===== src/rtl/uart_rx_drain_ctrl_if.sv =====
// rtl/uart_rx_drain_ctrl_if.sv - received-byte stream from the drain FIFO head to the consumer
//
// Signals:
//   m_valid  FIFO head holds a byte
//   m_data   FIFO head byte
//   m_perr   parity flag stored with the head byte
//   m_ready  consumer takes the head when m_valid && m_ready
// Modports:
//   master   producer side (the drain controller)
//   slave    consumer side
interface uart_rx_drain_ctrl_if #(
  parameter int DATA_LEN = 8
);
  logic                m_valid;
  logic [DATA_LEN-1:0] m_data;
  logic                m_perr;
  logic                m_ready;

  modport master (output m_valid, output m_data, output m_perr, input m_ready);
  modport slave  (input m_valid, input m_data, input m_perr, output m_ready);
endinterface


===== src/rtl/uart_rx_drain_ctrl.sv =====
// rtl/uart_rx_drain_ctrl.sv - drains the UART receiver holding register into a local FIFO
//
// Ports:
//   clk, rst          clock, asynchronous active-low reset
//   en                drain enable; no new capture starts while low
//   rx_data_ready     receiver holding register full
//   rx_data           receiver byte
//   rx_parity_error   parity flag of the held byte
//   rx_overwritten    overwrite flag of the held byte
//   rx_data_readed    one-cycle acknowledge back to the receiver
//   m_if              byte stream to the consumer (master side)
//   fifo_level        FIFO occupancy, 0..FIFO_DEPTH
//   perr_cnt          saturating count of parity-errored bytes captured
//   ovr_cnt           saturating count of bytes captured with rx_overwritten
//   drop_cnt          saturating count of bytes discarded on a full FIFO
//   clr_stats         synchronous clear of the three counters
module uart_rx_drain_ctrl #(
  parameter int DATA_LEN   = 8,
  parameter int FIFO_DEPTH = 8,
  parameter int CNT_W      = 8
) (
  input  logic                          clk,
  input  logic                          rst,
  input  logic                          en,
  input  logic                          rx_data_ready,
  input  logic [DATA_LEN-1:0]           rx_data,
  input  logic                          rx_parity_error,
  input  logic                          rx_overwritten,
  output logic                          rx_data_readed,
  uart_rx_drain_ctrl_if.master          m_if,
  output logic [$clog2(FIFO_DEPTH):0]   fifo_level,
  output logic [CNT_W-1:0]              perr_cnt,
  output logic [CNT_W-1:0]              ovr_cnt,
  output logic [CNT_W-1:0]              drop_cnt,
  input  logic                          clr_stats
);

  localparam int AW = $clog2(FIFO_DEPTH);
  localparam int LW = AW + 1;

  typedef enum logic [1:0] {
    IDLE     = 2'd0,
    CAPTURE  = 2'd1,
    ACK      = 2'd2,
    WAIT_CLR = 2'd3
  } state_t;

  state_t state;
  state_t state_next;

  // Each entry is {parity_flag, byte}.
  logic [DATA_LEN:0] mem [FIFO_DEPTH];
  logic [AW-1:0]     wr_ptr;
  logic [AW-1:0]     rd_ptr;

  logic fifo_full;
  logic capture;
  logic pop;
  logic push;
  logic drop;

  // ---------------------------------------------------------------------------
  // Sequencer
  // ---------------------------------------------------------------------------
  always_ff @(posedge clk or negedge rst) begin
    if (!rst) begin
      state <= IDLE;
    end else begin
      state <= state_next;
    end
  end

  // en only gates the start of a transaction; once in CAPTURE the sequence
  // always runs to completion so the receiver is never left unacknowledged.
  // WAIT_CLR holds off until the receiver drops data_ready, otherwise the
  // same held byte would be captured a second time.
  always_comb begin
    state_next     = state;
    rx_data_readed = 1'b0;
    case (state)
      IDLE: begin
        if (en && rx_data_ready) begin
          state_next = CAPTURE;
        end
      end
      CAPTURE: begin
        state_next = ACK;
      end
      ACK: begin
        rx_data_readed = 1'b1;
        state_next     = WAIT_CLR;
      end
      WAIT_CLR: begin
        if (!rx_data_ready) begin
          state_next = IDLE;
        end
      end
      default: begin
        state_next = IDLE;
      end
    endcase
  end

  // ---------------------------------------------------------------------------
  // FIFO
  // ---------------------------------------------------------------------------
  assign fifo_full = (fifo_level == LW'(FIFO_DEPTH));
  assign capture   = (state == CAPTURE);
  assign pop       = m_if.m_valid && m_if.m_ready;
  // A pop in the capture cycle frees the slot at the same edge, so a full
  // FIFO can still accept the byte.
  assign push      = capture && (!fifo_full || pop);
  assign drop      = capture && fifo_full && !pop;

  always_ff @(posedge clk or negedge rst) begin
    if (!rst) begin
      for (int i = 0; i < FIFO_DEPTH; i++) begin
        mem[i] <= '0;
      end
      wr_ptr     <= '0;
      rd_ptr     <= '0;
      fifo_level <= '0;
    end else begin
      if (push) begin
        mem[wr_ptr] <= {rx_parity_error, rx_data};
        wr_ptr      <= wr_ptr + AW'(1);
      end
      if (pop) begin
        rd_ptr <= rd_ptr + AW'(1);
      end
      case ({push, pop})
        2'b10:   fifo_level <= fifo_level + LW'(1);
        2'b01:   fifo_level <= fifo_level - LW'(1);
        default: fifo_level <= fifo_level;
      endcase
    end
  end

  // Head is read straight from the array so it always shows the entry at the
  // read pointer; entries are cleared on reset so the head reads zero then.
  assign m_if.m_valid = (fifo_level != '0);
  assign m_if.m_data  = mem[rd_ptr][DATA_LEN-1:0];
  assign m_if.m_perr  = mem[rd_ptr][DATA_LEN];

  // ---------------------------------------------------------------------------
  // Statistics: saturate at all-ones, clear wins over a same-cycle increment
  // ---------------------------------------------------------------------------
  always_ff @(posedge clk or negedge rst) begin
    if (!rst) begin
      perr_cnt <= '0;
    end else if (clr_stats) begin
      perr_cnt <= '0;
    end else if (capture && rx_parity_error && !(&perr_cnt)) begin
      perr_cnt <= perr_cnt + CNT_W'(1);
    end
  end

  always_ff @(posedge clk or negedge rst) begin
    if (!rst) begin
      ovr_cnt <= '0;
    end else if (clr_stats) begin
      ovr_cnt <= '0;
    end else if (capture && rx_overwritten && !(&ovr_cnt)) begin
      ovr_cnt <= ovr_cnt + CNT_W'(1);
    end
  end

  always_ff @(posedge clk or negedge rst) begin
    if (!rst) begin
      drop_cnt <= '0;
    end else if (clr_stats) begin
      drop_cnt <= '0;
    end else if (drop && !(&drop_cnt)) begin
      drop_cnt <= drop_cnt + CNT_W'(1);
    end
  end

endmodule


===== src/flat_wrapper.sv =====
// flat-port wrapper written by rule: the top's interface ports become plain ports
module uart_rx_drain_ctrl_flat 
#(
  parameter int DATA_LEN   = 8,
  parameter int FIFO_DEPTH = 8,
  parameter int CNT_W      = 8
)
  (clk, rst, en, rx_data_ready, rx_data, rx_parity_error, rx_overwritten, rx_data_readed, fifo_level, perr_cnt, ovr_cnt, drop_cnt, clr_stats, m_if_m_valid, m_if_m_data, m_if_m_perr, m_if_m_ready);
  uart_rx_drain_ctrl_if #(.DATA_LEN(DATA_LEN)) m_if_i ();
  input  logic clk;
  input  logic rst;
  input  logic en;
  input  logic rx_data_ready;
  input  logic [DATA_LEN-1:0] rx_data;
  input  logic rx_parity_error;
  input  logic rx_overwritten;
  output logic rx_data_readed;
  output logic [$clog2(FIFO_DEPTH):0] fifo_level;
  output logic [CNT_W-1:0] perr_cnt;
  output logic [CNT_W-1:0] ovr_cnt;
  output logic [CNT_W-1:0] drop_cnt;
  input  logic clr_stats;
  output wire logic [$bits(m_if_i.m_valid)-1:0] m_if_m_valid;
  output wire logic [$bits(m_if_i.m_data)-1:0] m_if_m_data;
  output wire logic [$bits(m_if_i.m_perr)-1:0] m_if_m_perr;
  input wire logic [$bits(m_if_i.m_ready)-1:0] m_if_m_ready;
  assign m_if_m_valid = m_if_i.m_valid;
  assign m_if_m_data = m_if_i.m_data;
  assign m_if_m_perr = m_if_i.m_perr;
  assign m_if_i.m_ready = m_if_m_ready;
  uart_rx_drain_ctrl #(.DATA_LEN(DATA_LEN), .FIFO_DEPTH(FIFO_DEPTH), .CNT_W(CNT_W)) u_core (.clk(clk), .rst(rst), .en(en), .rx_data_ready(rx_data_ready), .rx_data(rx_data), .rx_parity_error(rx_parity_error), .rx_overwritten(rx_overwritten), .rx_data_readed(rx_data_readed), .m_if(m_if_i), .fifo_level(fifo_level), .perr_cnt(perr_cnt), .ovr_cnt(ovr_cnt), .drop_cnt(drop_cnt), .clr_stats(clr_stats));
endmodule

===== config.mk =====
export PLATFORM = sky130hd
export DESIGN_NAME = uart_rx_drain_ctrl_flat
export DESIGN_NICKNAME = d
export VERILOG_FILES = /design/src/rtl/uart_rx_drain_ctrl_if.sv /design/src/rtl/uart_rx_drain_ctrl.sv /design/src/flat_wrapper.sv
export SDC_FILE = /design/constraint.sdc
export NUM_CORES = 1
export LEC_CHECK = 0
export ABC_AREA = 1
export BUFFER_PORTS_ARGS = -buffer_cell sky130_fd_sc_hd__buf_2
export CORE_MARGIN = 5
export CORE_UTILIZATION = 59
export DETAILED_ROUTE_END_ITERATION = 8
export PLACE_DENSITY_LB_ADDON = 0.1
export SETUP_SLACK_MARGIN = 0.5
export SLEW_MARGIN = 20
export SYNTH_ARGS = -nofsm -noshare
export SYNTH_HDL_FRONTEND = slang
export SYNTH_SLANG_ARGS = --single-unit

===== constraint.sdc =====
create_clock -name clk -period 2.4 [get_ports clk]
set_clock_uncertainty 0.15 [all_clocks]
set_input_delay 0.12 -clock clk [delete_from_list [all_inputs] [get_ports clk]]
set_output_delay 0.12 -clock clk [all_outputs]
set_load 0.03 [all_outputs]

==> flow_summary.toml, run 1 <==
[synth]
seq_area_frac_synth = 0.491
synthTopCellsByCount = "nand2_1, dfrtp_1, nor2_1"
synth_top_area_frac = 0.491
netlist_area_sq_mm = 0.00550
yosys.area.top_type = "dfrtp_1"
yosysWarnings = 0
syn_avg_cell_area_sq_um = 8.30
synth_cells = 663
synth.most_common_cell = "nand2_1"
netlist_top_cells_area = "dfrtp_1, nand2_1, o21ai_0"
synth_edf_count = 0
yosys.cell_types.count = 33
yosys_most_used_dff = "dfrtp_1"
synth_seq_cells = 108
async_flop_share = 1.00
synth_fp_nets = 692

[routing]
ant_nets = 0
wirelength_um = 13200
drt_drc_violations_left = 0
vias = 4753
avgViaCountPerCell = 5.53
first_pass_iters = 5
wire_per_inst_um = 15.4
drtIter0Drc = 306

[floorplanning]
rows = 35
die_w_um = 107
initial_utilization = 0.601
ios = 55
coreArea_sq_mm = 0.00915
dieArea_sq_mm = 0.0114
die_h_um = 107

[timing]
setup-tns-final_ps = 0
rsz0062_at_grt = "true"
drv_slew = 0
setup_violations = 0
tightest_slew_ps = 560
max_freq_mhz = 506
max_slew_margin = 0.627
period_minus_slack_ps = 1980
hold_violations = 0
hold_ws_ps = 24.1
min_period_over_period = 0.824

[power]
swShare = 0.442
power.share.combinational = 0.523
internal_power_w = 0.00479
switchingPower_w = 0.00379
seqPwrFrac = 0.345
power_density_mw_per_mm2 = 1300
p_clk_frac = 0.132
p_leak_nw = 3.23
peakVddDrop_mv = 0.656

[worst_setup_path]
worst-path-max-fanout = 8
slowest_stage = "dfrtp_2"
r2r_slack_ps = 460
cp.required_ps = 2130
critical_path_class = "reg -> out"
arrival_ps = 1710
r2r-start = "u_core.fifo_level[1]"
max_stage_delay_ps = 460
crit_chain = "clkinv_4, clkbuf_16, o21ai_1, o21ai_0, nand2_1, nand2_2, buf_6"
cp-end-kind = "output port"
ff2ff_path_depth = 12
cp-start-kind = "flop"
regToRegEndpoint = "u_core.fifo_level[2]"

[global_routing]
antenna_found_initial = 0
grt_usage = 0.238
grt_start_max_net_pins = 46
grt_pass1_wl_um = 21700
grt-ovfl-total = 0
grt_pass1_vias = 4534

[cells_and_area]
final_util = 0.722
n_antenna_cell = 0
final_net_count = 772
syn_to_final_growth_pct = 20.1
drive_gt1_frac = 0.207
fillers = 733

[clock_network]
cts_buffers = 9
clk_latency_ps = 360
clockBufferDepth = 2
cts_tree = "yes"
clock-sinks = 108
clockRootBuffer = "clkbuf_8"
h-tree-depth = 3
clk_pin_slew_ps = 100

[placement]
dpl.hpwl_um = 8070
place_congestion = 0.822
port_buffers = 54

[outcome]
outcome = "completed"

[min_path]
hold_end = "u_core.mem[41]"
hold_depth = 3
min_from = "rx_data[5]"
hold_path.class = "in -> reg"

[flow_run]
max_cap_viol_count = 0
## area by class of cell
cell class	instances	area (sq um)	area share
clock buffers	12	165	0.0250
clock inverters	4	40.0	0.00606
inverters	42	170	0.0258
multi-input cells	489	2620	0.396
flip-flops and latches	108	2710	0.410
well taps	111	139	0.0210
repair buffers	93	768	0.116
## worst max-delay path by stage
stage / from / endpoint / slack [ps] / depth (start not counted)
after floorplan: u_core.fifo_level[1] / u_core.fifo_level[2] / 310 / 12
after global placement: u_core.state[1] / u_core.fifo_level[2] / 340 / 11
after detailed placement: u_core.state[1] / u_core.fifo_level[2] / 240 / 11
after CTS: u_core.rd_ptr[0] / m_if_m_data[5] / 480 / 8
after global routing: u_core.rd_ptr[0] / m_if_m_data[3] / 330 / 8
final: u_core.rd_ptr[0] / m_if_m_data[0] / 420 / 7
## layer usage
metal / vias to the layer above / routed length (um) / track usage
met3: 14 / 623 / 0.0361
met4: 0 / 143 / 0.0530
met5: - / 0 / 0
li1: 2338 / - / -
met2: 132 / 6780 / 0.429
met1: 2269 / 5670 / 0.305
## flip-flops by register name, indices dropped and copies added (netlist names)
name and flops:
u_core.drop_cnt 8, u_core.fifo_level 4, u_core.mem 72, u_core.ovr_cnt 8, u_core.perr_cnt 8, u_core.rd_ptr 3
u_core.state 2, u_core.wr_ptr 3
## per-stage QoR
step	total power (W)	cell area (sq um)	setup WS, ps	cells
2_1_floorplan	0.00564	5560	306	663
4_1_cts	0.00829	6470	475	854
3_3_place_gp	0.00640	5900	337	814
3_5_place_dp	0.00655	5900	239	814
5_1_grt	0.00920	6610	331	859
6_report	0.00857	6610	422	859
## worst max-delay path, delay by kind of cell (launching register included)
kind,cells,cell delay [ps]
AOI/OAI and AO/OA,2,250
DFF,1,460
and+or+nand+nor,2,150
buffers and inverters,3,490
## kinds of logic after synthesis
logic type | Yosys count | share of synthesized area
and+or+nand+nor | 314 | 0.254
xor gates and xnor gates | 16 | 0.0255
AOI/OAI and AO/OA | 146 | 0.140
adders and majority gates | 13 | 0.0296
buffers and inverters | 66 | 0.0607
DFF | 108 | 0.491
## repair_timing
| action | 4_1_cts | 5_1_grt |
|---|---|---|
| hold buffers | 14 | 0 |
| pin swaps | 6 | 6 |
| cloned | 1 | 2 |
| setup buffers | 9 | 3 |
| setup endpoints to repair | 48 | 49 |
| endpoints found under the hold margin | 90 | 0 |
| resized for setup | 59 | 26 |
## placed cells by master (no fill, tap or decap), types with 16 or more instances in the layout
master and count:
nor2_1 76, dfrtp_1 103, buf_2 44, nand2_1 159
o21ai_2 16, nand3_1 39, o21ai_0 47, buf_4 18
o21ai_1 77, inv_1 34
## power groups by stage
stage,Combinational [W],Sequential (W),Clock [W]
after detailed placement,0.00359,0.00296,0
after global routing,0.00493,0.00304,0.00123
final,0.00448,0.00296,0.00113
after global placement,0.00347,0.00293,0
after CTS,0.00420,0.00293,0.00115
after floorplan,0.00269,0.00295,0
Power figures use the tool's default switching activity.
==> inputs of run 2 (changes only) <==
Clock period 2.4 ns to 1.9 ns, I/O delays scaled along.
==> run 2 against run 1 <==
The run now fails in 5_1_grt. Area after synthesis did not move. Synthesized cell count did not move.
==> flow_summary.toml, run 2 <==
[outcome]
outcome = "aborted with a tool error"
haltStage = "5_1_grt"
error = "[ERROR GRT-0232] Routing congestion too high. Check the congestion heatmap in the GUI."

[synth]
yosys.cell_types.count = 33
synth_cells = 663
synthTopCellsByCount = "nand2_1, dfrtp_1, nor2_1"
yosysWarnings = 0
yosys.area.top_type = "dfrtp_1"
synth_top_area_frac = 0.491
seq_area_frac_synth = 0.491
syn_avg_cell_area_sq_um = 8.30
netlist_top_cells_area = "dfrtp_1, nand2_1, o21ai_0"
synth_edf_count = 0
synth_seq_cells = 108
synth_fp_nets = 692
yosys_most_used_dff = "dfrtp_1"
netlist_area_sq_mm = 0.00550
synth.most_common_cell = "nand2_1"
async_flop_share = 1.00

[clock_network]
cts_buffers = 9
clock-sinks = 108
h-tree-depth = 3
clockBufferDepth = 2
clockRootBuffer = "clkbuf_8"

[timing]
worst_endpoint = "m_if_m_data[2]"
worstEndpointType = "output port"

[floorplanning]
die_h_um = 107
initial_utilization = 0.601
rows = 35
die_w_um = 107
ios = 55

[global_routing]
grt-ovfl-total = 229
antenna_found_initial = 2
grt_start_max_net_pins = 38
grt_usage = 0.793

[placement]
port_buffers = 54
place_congestion = 0.842
dpl.hpwl_um = 8300
==> run 2: per-stage QoR <==
| stage | cell area (sq um) | instances | hold slack [ps] | setup slack (ps) |
|---|---|---|---|---|
| 2_1_floorplan | 5780 | 663 | -351 | -194 |
| 3_3_place_gp | 6230 | 829 | -94.2 | -11.0 |
| 3_5_place_dp | 6230 | 829 | -96.6 | -120 |
| 4_1_cts | 8100 | 914 | 20.4 | -30.0 |
==> run 2: logic make-up after synthesis <==
family | Yosys count | share of synthesized area
AND/OR/NAND/NOR | 314 | 0.254
AO/OA/AOI/OAI | 146 | 0.140
flip-flops | 108 | 0.491
buffers and inverters | 66 | 0.0607
XOR/XNOR | 16 | 0.0255
adder cells (fa/ha/maj) | 13 | 0.0296
==> run 2: what timing repair did <==
| action | CTS |
|---|---|
| pin swaps | 47 |
| setup buffers | 29 |
| gates resized for setup | 254 |
| hold endpoints to repair | 179 |
| setup endpoints to repair | 115 |
| cloned | 26 |
| hold buffers | 14 |
==> run 2: per-layer routing <==
layer | GRT overflow | track usage
met3 | 4 | 0.640
met1 | 2 | 0.758
met4 | 94 | 0.889
met2 | 129 | 0.960
met5 | 0 | 0.143
==> inputs of run 3 (changes only) <==
Settings changed: CORE_UTILIZATION 59 to 40, PLACE_DENSITY_LB_ADDON 0.1 to 0.15, SETUP_SLACK_MARGIN 0.5 to unset.
==> run 3 against run 2 <==
The flow now finishes, with violations (negative hold slack, negative setup slack).
==> flow_summary.toml, run 3 (same netlist as run 1, synthesis figures left out) <==
[cells_and_area]
fillers = 1299
layout.cells.most_common = "nand2_1"
drive_gt1_frac = 0.217
syn_to_final_growth_pct = 25.0
final_util = 0.515
largest_reg_flops = 72
regMostFlops = "u_core.mem"
final_net_count = 780
layout_common_cells = "nand2_1, dfrtp_1, o21ai_1"
n_antenna_cell = 0

[global_routing]
grt_pass1_vias = 4789
grt_start_max_net_pins = 47
antenna_found_initial = 0
grt_pass1_wl_um = 23700
grt-ovfl-total = 0
grt_usage = 0.182

[placement]
dpl.hpwl_um = 8830
port_buffers = 54
place_congestion = 0.814
pre_cts_ws_ps = -102

[floorplanning]
rows = 42
initial_utilization = 0.412
coreArea_sq_mm = 0.0133
die_w_um = 127
dieArea_sq_mm = 0.0162
die_h_um = 127
ios = 55

[clock_network]
cts_tree = "yes"
clockRootBuffer = "clkbuf_16"
cts_buffers = 9
h-tree-depth = 3
clk_latency_ps = 350
clockBufferDepth = 2
clock-sinks = 108
clk_pin_slew_ps = 70

[power]
peakVddDrop_mv = 0.650
power_density_mw_per_mm2 = 1680
p_leak_nw = 3.30

[routing]
vias = 4711
avgViaCountPerCell = 5.05
wire_per_inst_um = 14.7
ant_nets = 0
first_pass_iters = 5
wirelength_um = 13700
drt_drc_violations_left = 0
drtIter0Drc = 353

[worst_setup_path]
worst-path-max-fanout = 8
cp.required_ps = 1650
cp-end-kind = "output port"
max_stage_delay_ps = 470
crit_chain = "buf_12, buf_16, nor2_4, nor2_1, o21ai_1, o21ai_1, nand2_1, nand2_2, buf_6"
cp-start-kind = "flop"
arrival_ps = 1690
slowest_stage = "dfrtp_2"
cp_common_cell = "o21ai_1"
critical_path_class = "reg -> out"

[timing]
tightest_slew_ps = 477
setup_violations = 4
rsz0062_at_grt = "true"
max_freq_mhz = 518
finalWorstSetupSlack_ps = -31.6
setup-tns-final_ps = -94.9
period_minus_slack_ps = 1930
hold_ws_ps = -11.3
max_slew_margin = 0.680
min_period_over_period = 1.02
hold_violations = 1
drv_slew = 0

[min_path]
hold_path.class = "in -> reg"

[outcome]
violations = "negative hold slack, negative setup slack"
outcome = "complete, but fails checks"

[flow_run]
max_cap_viol_count = 0
run 3: final timing paths:
check | start | to | slack, ps | depth (start not counted)
max | u_core.rd_ptr[0] | m_if_m_data[5] | -30 | 9
min | en | u_core.state[1] | -10 | 5
max reg2reg | u_core.fifo_level[1] | u_core.fifo_level[3] | 20 | 14
min reg2reg | u_core.mem[26] | u_core.mem[26] | 330 | 2
max in group asynchronous | rst | u_core.mem[4] | 890 | 3
min in group asynchronous | rst | u_core.mem[63] | 100 | 2
run 3: routing by layer:
layer	routed length [um]	GRT usage	share of wire
met1	6340	0.239	0.46
met2	6610	0.302	0.48
met3	567	0.0367	0.041
met4	231	0.0580	0.017
met5	0	0	0
run 3: cell type report:
type | instances | area [sq um] | area share
tap | 176 | 220 | 0.0320
clock buffer | 12 | 256 | 0.0373
sequential | 108 | 2710 | 0.394
timing repair buffer | 101 | 842 | 0.122
inverter | 42 | 168 | 0.0244
clock inverter | 4 | 47.5 | 0.00691
multi-input combinational | 489 | 2630 | 0.383
run 3: per-stage QoR:
| stage | area (sq um) | instances | total power [W] |
|---|---|---|---|
| 2_1_floorplan | 5560 | 663 | 0.00713 |
| 3_3_place_gp | 6160 | 897 | 0.00861 |
| 3_5_place_dp | 6160 | 897 | 0.00875 |
| 4_1_cts | 6840 | 933 | 0.0116 |
| 5_1_grt | 6880 | 932 | 0.0125 |
| 6_report | 6880 | 932 | 0.0116 |
run 3: power breakdown:
part           total (W)  switching (W)  internal (W)
sequential       0.00373       0.000563       0.00317
clock            0.00193       0.000836       0.00109
combinational    0.00593        0.00348       0.00244
run 3: worst max-delay path, delay by kind of cell (launching register included):
kind	cells	cell delay (ps)
DFF	1	470
buffers and inverters	3	440
and+or+nand+nor	4	250
AOI/OAI and AO/OA	2	160
run 3: timing repair:
item                                   4_1_cts  5_1_grt
gates resized for setup                     72       16
cloned                                       2        0
setup endpoints to repair                   10       13
hold buffers                                14        0
buffers inserted                             4        0
endpoints found under the hold margin      160        0
pin swaps                                   17        2
==> inputs of run 4 (changes only) <==
Settings changed: REMOVE_ABC_BUFFERS set to 1, SLEW_MARGIN 20 to unset.
==> run 4 against run 3 <==
The flow finishes with violations (negative setup slack). Final cell count grew 0.64%. Critical path depth up 2. Via count decreased by 0.59%. Clock-buffer cell count shrank 2. Sequential share of layout area about the same. Critical endpoint is now u_core.fifo_level[2]. Largest cell class unchanged.
==> flow_summary.toml, run 4 (same netlist as run 1, synthesis figures left out) <==
[global_routing]
grt_pass1_wl_um = 22900
grt_pass1_vias = 4599
antenna_found_initial = 0
grt-ovfl-total = 0
grt_usage = 0.173
grt_start_max_net_pins = 53

[placement]
place_congestion = 0.835
place_inst = 896
dpl.hpwl_um = 8420
port_buffers = 54
pre_cts_ws_ps = -186

[timing]
hold_violations = 0
setup_violations = 5
max_slew_margin = 0.686
drv_slew = 0
min_period_over_period = 1.03
max_freq_mhz = 513
period_minus_slack_ps = 1950
finalWorstSetupSlack_ps = -50.4
setup-tns-final_ps = -92.8
hold_ws_ps = 15.9
rsz0062_at_grt = "true"
tightest_slew_ps = 469

[worst_setup_path]
critical_path_class = "reg -> reg"
critical-path-top-delay-family = "simple AND/OR/NAND/NOR gates"
cp-start-kind = "flop"
cp_common_cell = "nor2_2"
arrival_ps = 2080
slowest_stage = "dfrtp_1"
max_stage_delay_ps = 400
crit_chain = "buf_4, nor2_2, nand3_2, nand2_4, ha_4, nor2_1, nor2_2, ha_2, a21oi_2, or2_4, a31oi_4"
cp.required_ps = 2030
cp-end-kind = "flop"
worst-path-max-fanout = 3
crit_buf_inv = 1

[floorplanning]
rows = 42
die_w_um = 127
initial_utilization = 0.412
ios = 55
coreArea_sq_mm = 0.0133
die_h_um = 127
dieArea_sq_mm = 0.0162

[power]
peakVddDrop_mv = 0.898
p_leak_nw = 3.33
power_density_mw_per_mm2 = 1660

[outcome]
violations = "negative setup slack"
outcome = "complete, but fails checks"

[cells_and_area]
syn_to_final_growth_pct = 24.8
layout.cells.most_common = "nand2_1"
layout_common_cells = "nand2_1, dfrtp_1, nor2_1"
largest_reg_flops = 72
fin_cells = 938
final_net_count = 786
regMostFlops = "u_core.mem"
n_antenna_cell = 0
drive_gt1_frac = 0.207
final_util = 0.514

[routing]
first_pass_iters = 4
drt_drc_violations_left = 0
ant_nets = 0
vias = 4683
wire_per_inst_um = 14.3
avgViaCountPerCell = 4.99
drtIter0Drc = 279
wirelength_um = 13500

[clock_network]
cts_tree = "yes"
clock-sinks = 108
cts_buffers = 9
h-tree-depth = 3
clk_latency_ps = 350
clockBufferDepth = 2
clockRootBuffer = "clkbuf_16"
clk_pin_slew_ps = 70

[flow_run]
max_cap_viol_count = 0

[min_path]
hold_path.class = "in -> reg"
-- run 4: cell count changes in the layout (fill, tap and decap cells not counted), sizes merged --
cell and change:
clkbuf -1, bufinv +2, dlygate4sd3 -1, clkinv -2, clkinvlp +2, buf +6
-- run 4: path summary, 6_finish.rpt --
kind / startpoint / end / slack, ps / cells past startpoint
worst max-delay path: u_core.fifo_level[2] / u_core.fifo_level[2] / -50 / 11
worst min-delay path: en / u_core.state[1] / 20 / 5
worst max register to register: u_core.fifo_level[2] / u_core.fifo_level[2] / -50 / 11
worst min register to register: u_core.mem[39] / u_core.mem[39] / 340 / 2
max in group asynchronous: rst / u_core.rd_ptr[0] / 970 / 3
min in group asynchronous: rst / u_core.mem[43] / 30 / 2
-- run 4: metal layers --
layer  global-route usage  vias to the layer above  routed length (um)
li1                     -                     2364                   -
met1                0.234                     2214                6220
met2                0.278                       88                6360
met3               0.0438                       17                 674
met4               0.0486                        0                 194
met5                    0                        -                   0
-- run 4: repair_timing --
action,in CTS,in global routing
gates cloned,1,1
setup endpoints to repair,12,40
pin swaps,8,3
hold endpoints to repair,165,0
gates resized for setup,27,49
buffers inserted,13,2
hold buffers,12,0
-- run 4: worst register-to-register path, stage by stage, from the launching register on --
cell and delay, ps:
dfrtp_1 400, buf_4 140, nor2_2 120, nand3_2 110
nand2_4 80, ha_4 140, nor2_1 50, nor2_2 100
ha_2 180, a21oi_2 40, or2_4 240, a31oi_4 120
-- run 4: stage by stage --
step | area, sq um | power [W]
final | 6870 | 0.0114
after global routing | 6870 | 0.0123
after CTS | 6750 | 0.0111
after detailed placement | 6090 | 0.00845
after global placement | 6090 | 0.00832
after floorplan | 5330 | 0.00684
-- run 4: power by group --
group	switching [W]	total (W)	internal (W)
registers	0.000516	0.00368	0.00316
clock network	0.000845	0.00213	0.00129
logic	0.00330	0.00557	0.00227
total	0.00466	0.0114	0.00672
-- run 4: final cells by class --
class / instances / area [sq um]
well taps: 176 / 220
fillers: 1282 / 6480
clock inverters: 6 / 113
clock buffers: 10 / 229
inverters: 42 / 168
flip-flops and latches: 108 / 2700
repair buffers: 107 / 872
multi-input cells: 489 / 2560
